===== src/rtl/lsu_mem_initiator.sv =====
// Load/store initiator between the CPU memory stage and a byte-addressed data memory port.
// Aligned requests issue one access; misaligned halfword/word requests are split into byte beats or trapped.
module lsu_mem_initiator #(
  parameter bit MISALIGN_TRAP = 1'b0
) (
  input  logic        CLK,
  input  logic        RST,
  input  logic        req_valid,
  output logic        req_ready,
  input  logic [31:0] req_addr,
  input  logic [1:0]  req_size,
  input  logic        req_sign,
  input  logic        req_store,
  input  logic [31:0] req_wdata,
  output logic        resp_valid,
  output logic [31:0] resp_rdata,
  output logic        resp_misaligned,
  output logic [31:0] mem_addr,
  output logic [1:0]  mem_size,
  output logic        mem_extend_sign,
  output logic [31:0] mem_wdata,
  output logic        mem_wen,
  input  logic [31:0] mem_rdata
);

  typedef enum logic [1:0] {
    IDLE   = 2'd0,
    ACCESS = 2'd1,
    SPLIT  = 2'd2,
    RESP   = 2'd3
  } state_t;

  state_t      state_q, state_d;
  logic [31:0] addr_q, addr_d;
  logic [1:0]  size_q, size_d;
  logic        sign_q, sign_d;
  logic        store_q, store_d;
  logic [31:0] wdata_q, wdata_d;
  logic [1:0]  beat_q, beat_d;
  logic [31:0] asm_q, asm_d;
  logic [31:0] rdata_q, rdata_d;
  logic        mis_q, mis_d;

  logic        req_aligned;
  logic        last_beat;
  logic [3:0]  beat_onehot;
  logic [31:0] asm_merged;
  logic [31:0] split_result;
  logic [7:0]  beat_wbyte;

  assign req_aligned = (req_size == 2'b00)
                    || (req_size == 2'b01 && !req_addr[0])
                    || (req_size[1] && req_addr[1:0] == 2'b00);

  // A misaligned request is either a halfword (2 beats) or a word (4 beats).
  assign last_beat = (size_q == 2'b01) ? (beat_q == 2'd1) : (beat_q == 2'd3);

  // Byte lane gi of the assembled load takes the memory byte on its own beat.
  for (genvar gi = 0; gi < 4; gi++) begin : g_lane
    assign beat_onehot[gi]       = (beat_q == 2'(gi));
    assign asm_merged[8*gi +: 8] = beat_onehot[gi] ? mem_rdata[7:0] : asm_q[8*gi +: 8];
  end

  always_comb begin
    beat_wbyte = wdata_q[7:0];
    case (beat_q)
      2'd1:    beat_wbyte = wdata_q[15:8];
      2'd2:    beat_wbyte = wdata_q[23:16];
      2'd3:    beat_wbyte = wdata_q[31:24];
      default: beat_wbyte = wdata_q[7:0];
    endcase
  end

  always_comb begin
    split_result = asm_merged;
    if (size_q == 2'b01) begin
      split_result = {{16{sign_q & asm_merged[15]}}, asm_merged[15:0]};
    end
  end

  always_comb begin
    state_d = state_q;
    addr_d  = addr_q;
    size_d  = size_q;
    sign_d  = sign_q;
    store_d = store_q;
    wdata_d = wdata_q;
    beat_d  = beat_q;
    asm_d   = asm_q;
    rdata_d = rdata_q;
    mis_d   = mis_q;
    case (state_q)
      IDLE: begin
        if (req_valid) begin
          addr_d  = req_addr;
          size_d  = req_size;
          sign_d  = req_sign;
          store_d = req_store;
          wdata_d = req_wdata;
          beat_d  = 2'd0;
          asm_d   = 32'd0;
          if (req_aligned) begin
            state_d = ACCESS;
          end else if (MISALIGN_TRAP) begin
            state_d = RESP;
            rdata_d = 32'd0;
            mis_d   = 1'b1;
          end else begin
            state_d = SPLIT;
          end
        end
      end
      ACCESS: begin
        state_d = RESP;
        rdata_d = store_q ? 32'd0 : mem_rdata;
        mis_d   = 1'b0;
      end
      SPLIT: begin
        asm_d  = asm_merged;
        beat_d = beat_q + 2'd1;
        if (last_beat) begin
          state_d = RESP;
          rdata_d = store_q ? 32'd0 : split_result;
          mis_d   = 1'b0;
        end
      end
      RESP: begin
        state_d = IDLE;
      end
      default: begin
        state_d = IDLE;
      end
    endcase
  end

  // The memory and register file also update on the falling edge.
  always_ff @(negedge CLK or negedge RST) begin
    if (!RST) begin
      state_q <= IDLE;
      addr_q  <= 32'd0;
      size_q  <= 2'b00;
      sign_q  <= 1'b0;
      store_q <= 1'b0;
      wdata_q <= 32'd0;
      beat_q  <= 2'd0;
      asm_q   <= 32'd0;
      rdata_q <= 32'd0;
      mis_q   <= 1'b0;
    end else begin
      state_q <= state_d;
      addr_q  <= addr_d;
      size_q  <= size_d;
      sign_q  <= sign_d;
      store_q <= store_d;
      wdata_q <= wdata_d;
      beat_q  <= beat_d;
      asm_q   <= asm_d;
      rdata_q <= rdata_d;
      mis_q   <= mis_d;
    end
  end

  always_comb begin
    req_ready       = (state_q == IDLE);
    resp_valid      = (state_q == RESP);
    resp_rdata      = rdata_q;
    resp_misaligned = mis_q;
    mem_addr        = 32'd0;
    mem_size        = 2'b10;
    mem_extend_sign = 1'b0;
    mem_wdata       = 32'd0;
    mem_wen         = 1'b1;
    case (state_q)
      ACCESS: begin
        mem_addr        = addr_q;
        mem_size        = size_q;
        mem_extend_sign = sign_q;
        mem_wdata       = wdata_q;
        mem_wen         = ~store_q;
      end
      SPLIT: begin
        mem_addr        = addr_q + {30'd0, beat_q};
        mem_size        = 2'b00;
        mem_extend_sign = 1'b0;
        mem_wdata       = {24'd0, beat_wbyte};
        mem_wen         = ~store_q;
      end
      default: begin
        mem_wen = 1'b1;
      end
    endcase
  end

endmodule

===== config.mk =====
export PLATFORM = sky130hd
export DESIGN_NAME = lsu_mem_initiator
export DESIGN_NICKNAME = d
export VERILOG_FILES = /design/src/rtl/lsu_mem_initiator.sv
export SDC_FILE = /design/constraint.sdc
export NUM_CORES = 1
export LEC_CHECK = 0
export CAP_MARGIN = 20
export CORE_MARGIN = 2
export CORE_UTILIZATION = 25
export DETAILED_ROUTE_END_ITERATION = 8
export SETUP_SLACK_MARGIN = 0.15
export SLEW_MARGIN = 30
export SYNTH_ARGS = -nofsm -noshare
export SYNTH_HDL_FRONTEND = slang
export SYNTH_SLANG_ARGS = --single-unit

===== constraint.sdc =====
create_clock -name CLK -period 2.4 [get_ports CLK]
set_input_delay 0.24 -clock CLK [delete_from_list [all_inputs] [get_ports CLK]]
set_output_delay 0.24 -clock CLK [all_outputs]
set_load 0.02 [all_outputs]

==> out/qor.txt <==
Fill cells: 2882
TNS Setup: -79.57 ns
Yosys reg bits: 136
Core Footprint: 31600 µm²
dominant synthesized flop cell: dfrtn_1
cell taking the most area after synthesis: dfrtn_1
Worst-Margin Slew: 0.677 ns
hold_sp: asm_q[30]$_DFFE_NN0P_
endpoint class of the critical path: primary output
CP Data Required Time: 2.16 ns
RSZ-0062 raised after global routing: yes
Hold Path Class: reg2reg
Area Growth Syn to Fin: 79.9%
WL per Instance: 18.9 µm
maxcap violations: 0
routed vias/inst: 4.87
synthesized instance count: 828
IO Count: 206
largest net degree at the start of global routing: 66
Setup WS post-layout: -1.52 ns
area of the multi-input gates: 5330 µm²
PortBufs: 204
Critical Setup Path Class: reg2out
first-pass GRT wire length: 47200 µm
Clock Sink Count: 136
crit path from: beat_q[0]$_DFFE_NN0P_
Power, Total: 20.7 mW
H-tree depth: 4
failing checks: setup timing
initial core utilization: 0.255
share of layout cells above drive strength 1: 0.532
Num CTS Buffers: 17
die extent in y: 184 µm
post-synth top area share: 0.422
CTS Hold Bufs: 0
CTS clk-pin slew, worst paths: 0.05 ns
root buf cell: clkbuf_16
syn_area_per_cell: 9.74 µm²
Netlist cell types: 57
Post-synth ARST share: 1.00
final WL: 31000 µm
GRT Overall Usage: 0.182
Post-DRT Antenna Nets: 0
vias in the first global route: 8201
CTS tree: built
final hold vios: 0
Startpoint Class: flip-flop
Power Density: 1420 nW/µm²
drt initial violations: 400
# rows: 65
via count: 7992
initial antenna violation count: 7
worst rel slew slack: 0.544
Netlist Area Pre-Place: 8070 µm²
Area contributors post-synth: dfrtn_1 (42%), mux2_2 (17%), nand2_1 (3.9%)
Die Width: 184 µm
Worst VDD drop: 0.628 mV
post-synthesis net count: 943
EDFF count, synth: 0
Die Area: 33700 µm²
Max Slew Vio Count: 0
FF/Latch Area: 3400 µm²
detailed placer's ending HPWL: 20700 µm
Clock Path Buffers: 2
grt total ovfl: 0
status: finished with violations
DRC viols: 0
Worst Clk Skew: 0.0107 ns
Seq/Total Area, Yosys: 0.422
first drt pass iteration count: 7
final setup violation count: 84
worst r2r src: beat_q[0]$_DFFE_NN0P_
Net count, final: 1336
Yosys warnings: 0
CP arrival: 3.68 ns
worst skew pair latency: 0.40 ns
GP Congestion: 0.806
Lkg Pwr: 6.48 nW
crit path max fanout: 5
[per-stage QoR]
step / setup WS (ns) / hold slack (ns) / util / area, µm² / instances
finish: -1.52 / 0.450 / 0.459 / 14500 / 1640
global route: -1.61 / 0.477 / 0.459 / 14500 / 1639
CTS: -1.52 / 0.454 / 0.436 / 13800 / 1601
detailed placement: -1.58 / 0.448 / 0.386 / 12200 / 1527
global placement: -1.55 / 0.439 / 0.386 / 12200 / 1527
floorplan: -1.20 / 0.420 / - / 8850 / 828
[worst max-delay path, stage by stage, from the launching register on]
cell and delay [ns]:
dfrtn_1 0.45, ha_4 0.16, fa_2 0.23, nand4_4 0.09, or4_4 0.48, buf_6 0.16
nor4_1 0.24, o21ai_1 0.10, buf_2 0.16
[synthesized netlist by cell type, types with 9 or more instances]
cell type and number:
nor2b_1 33, a22oi_1 11, ha_1 11, dfrtn_1 136
o21ai_0 49, mux2_2 119, buf_1 16, nand2_1 83
nor3_1 17, clkbuf_1 38, mux2i_1 10, a21oi_1 49
nor4_1 11, buf_2 9, a31oi_1 25, inv_1 20
nor2_1 31, and2_1 31, a22o_1 25
[worst paths after layout]
path,to,slack [ns],cells after the start
setup / recovery,mem_addr[28],-1.52,8
hold / removal,asm_q[30]$_DFFE_NN0P_,0.45,2
setup reg to reg,resp_rdata[9]$_DFFE_NN0P_,0.03,10
hold reg to reg,asm_q[30]$_DFFE_NN0P_,0.45,2
max in group asynchronous,addr_q[10]$_DFFE_NN0P_,0.99,2
min in group asynchronous,addr_q[29]$_DFFE_NN0P_,0.86,1
[cells in the final DEF, fill, tap and decap left out, drive strengths merged, types with 10 or more instances in the layout]
cell	Yosys	routed
a21oi	49	49
a22o	25	25
a22oi	11	11
a31oi	25	25
and2	31	31
buf	32	346
clkbuf	41	18
clkdlybuf4s50	0	86
dfrtn	136	136
ha	11	11
inv	20	27
mux2	119	119
mux2i	10	10
nand2	83	83
nand3	10	10
nand4	10	10
nor2	31	31
nor2b	33	33
nor3	17	17
nor4	11	11
o21ai	49	49
[metal layers]
metal,GRT usage,routed length (µm),part of all wire
met2,0.294,14700,0.47
met5,0,38,0.0012
met4,0.0688,811,0.026
met3,0.0452,1720,0.056
met1,0.235,13700,0.44
[timing repair]
action,4_1_cts,5_1_grt
setup buffers,32,34
pin swaps,30,43
gates cloned,10,1
endpoints found under the setup margin,238,165
resized for setup,682,113
[state kept, by name, summed over array words and instances, names as in the netlist]
signal,cells
sign_q,1
asm_q,32
resp_rdata,32
addr_q,32
size_q,2
store_q,1
beat_q,2
state_q,2
wdata_q,32
[logic make-up after synthesis]
group           share of synthesized area
buf+inv                            0.0510
xor+xnor                          0.00217
compound gates                      0.170
flops                               0.422
other cells                      0.000465
fa+ha+maj                          0.0195
simple gates                        0.156
mux                                 0.179
[layout make-up]
cell class                 count  share of cell area
sequential                   136               0.235
antenna                        4            0.000690
tap                          402              0.0347
inverter                      21             0.00560
multi-input combinational    598               0.367
clock buffer                  17              0.0293
clock inverter                15              0.0113
timing repair buffer         447               0.316
[report_power, final]
part | switching, mW | leakage [nW] | internal [mW] | total [mW]
sequential | 0.740 | 1.70 | 3.36 | 4.10
clock | 1.17 | 0.279 | 1.55 | 2.72
combinational | 6.58 | 4.50 | 7.26 | 13.8
Power figures use the tool's default switching activity.
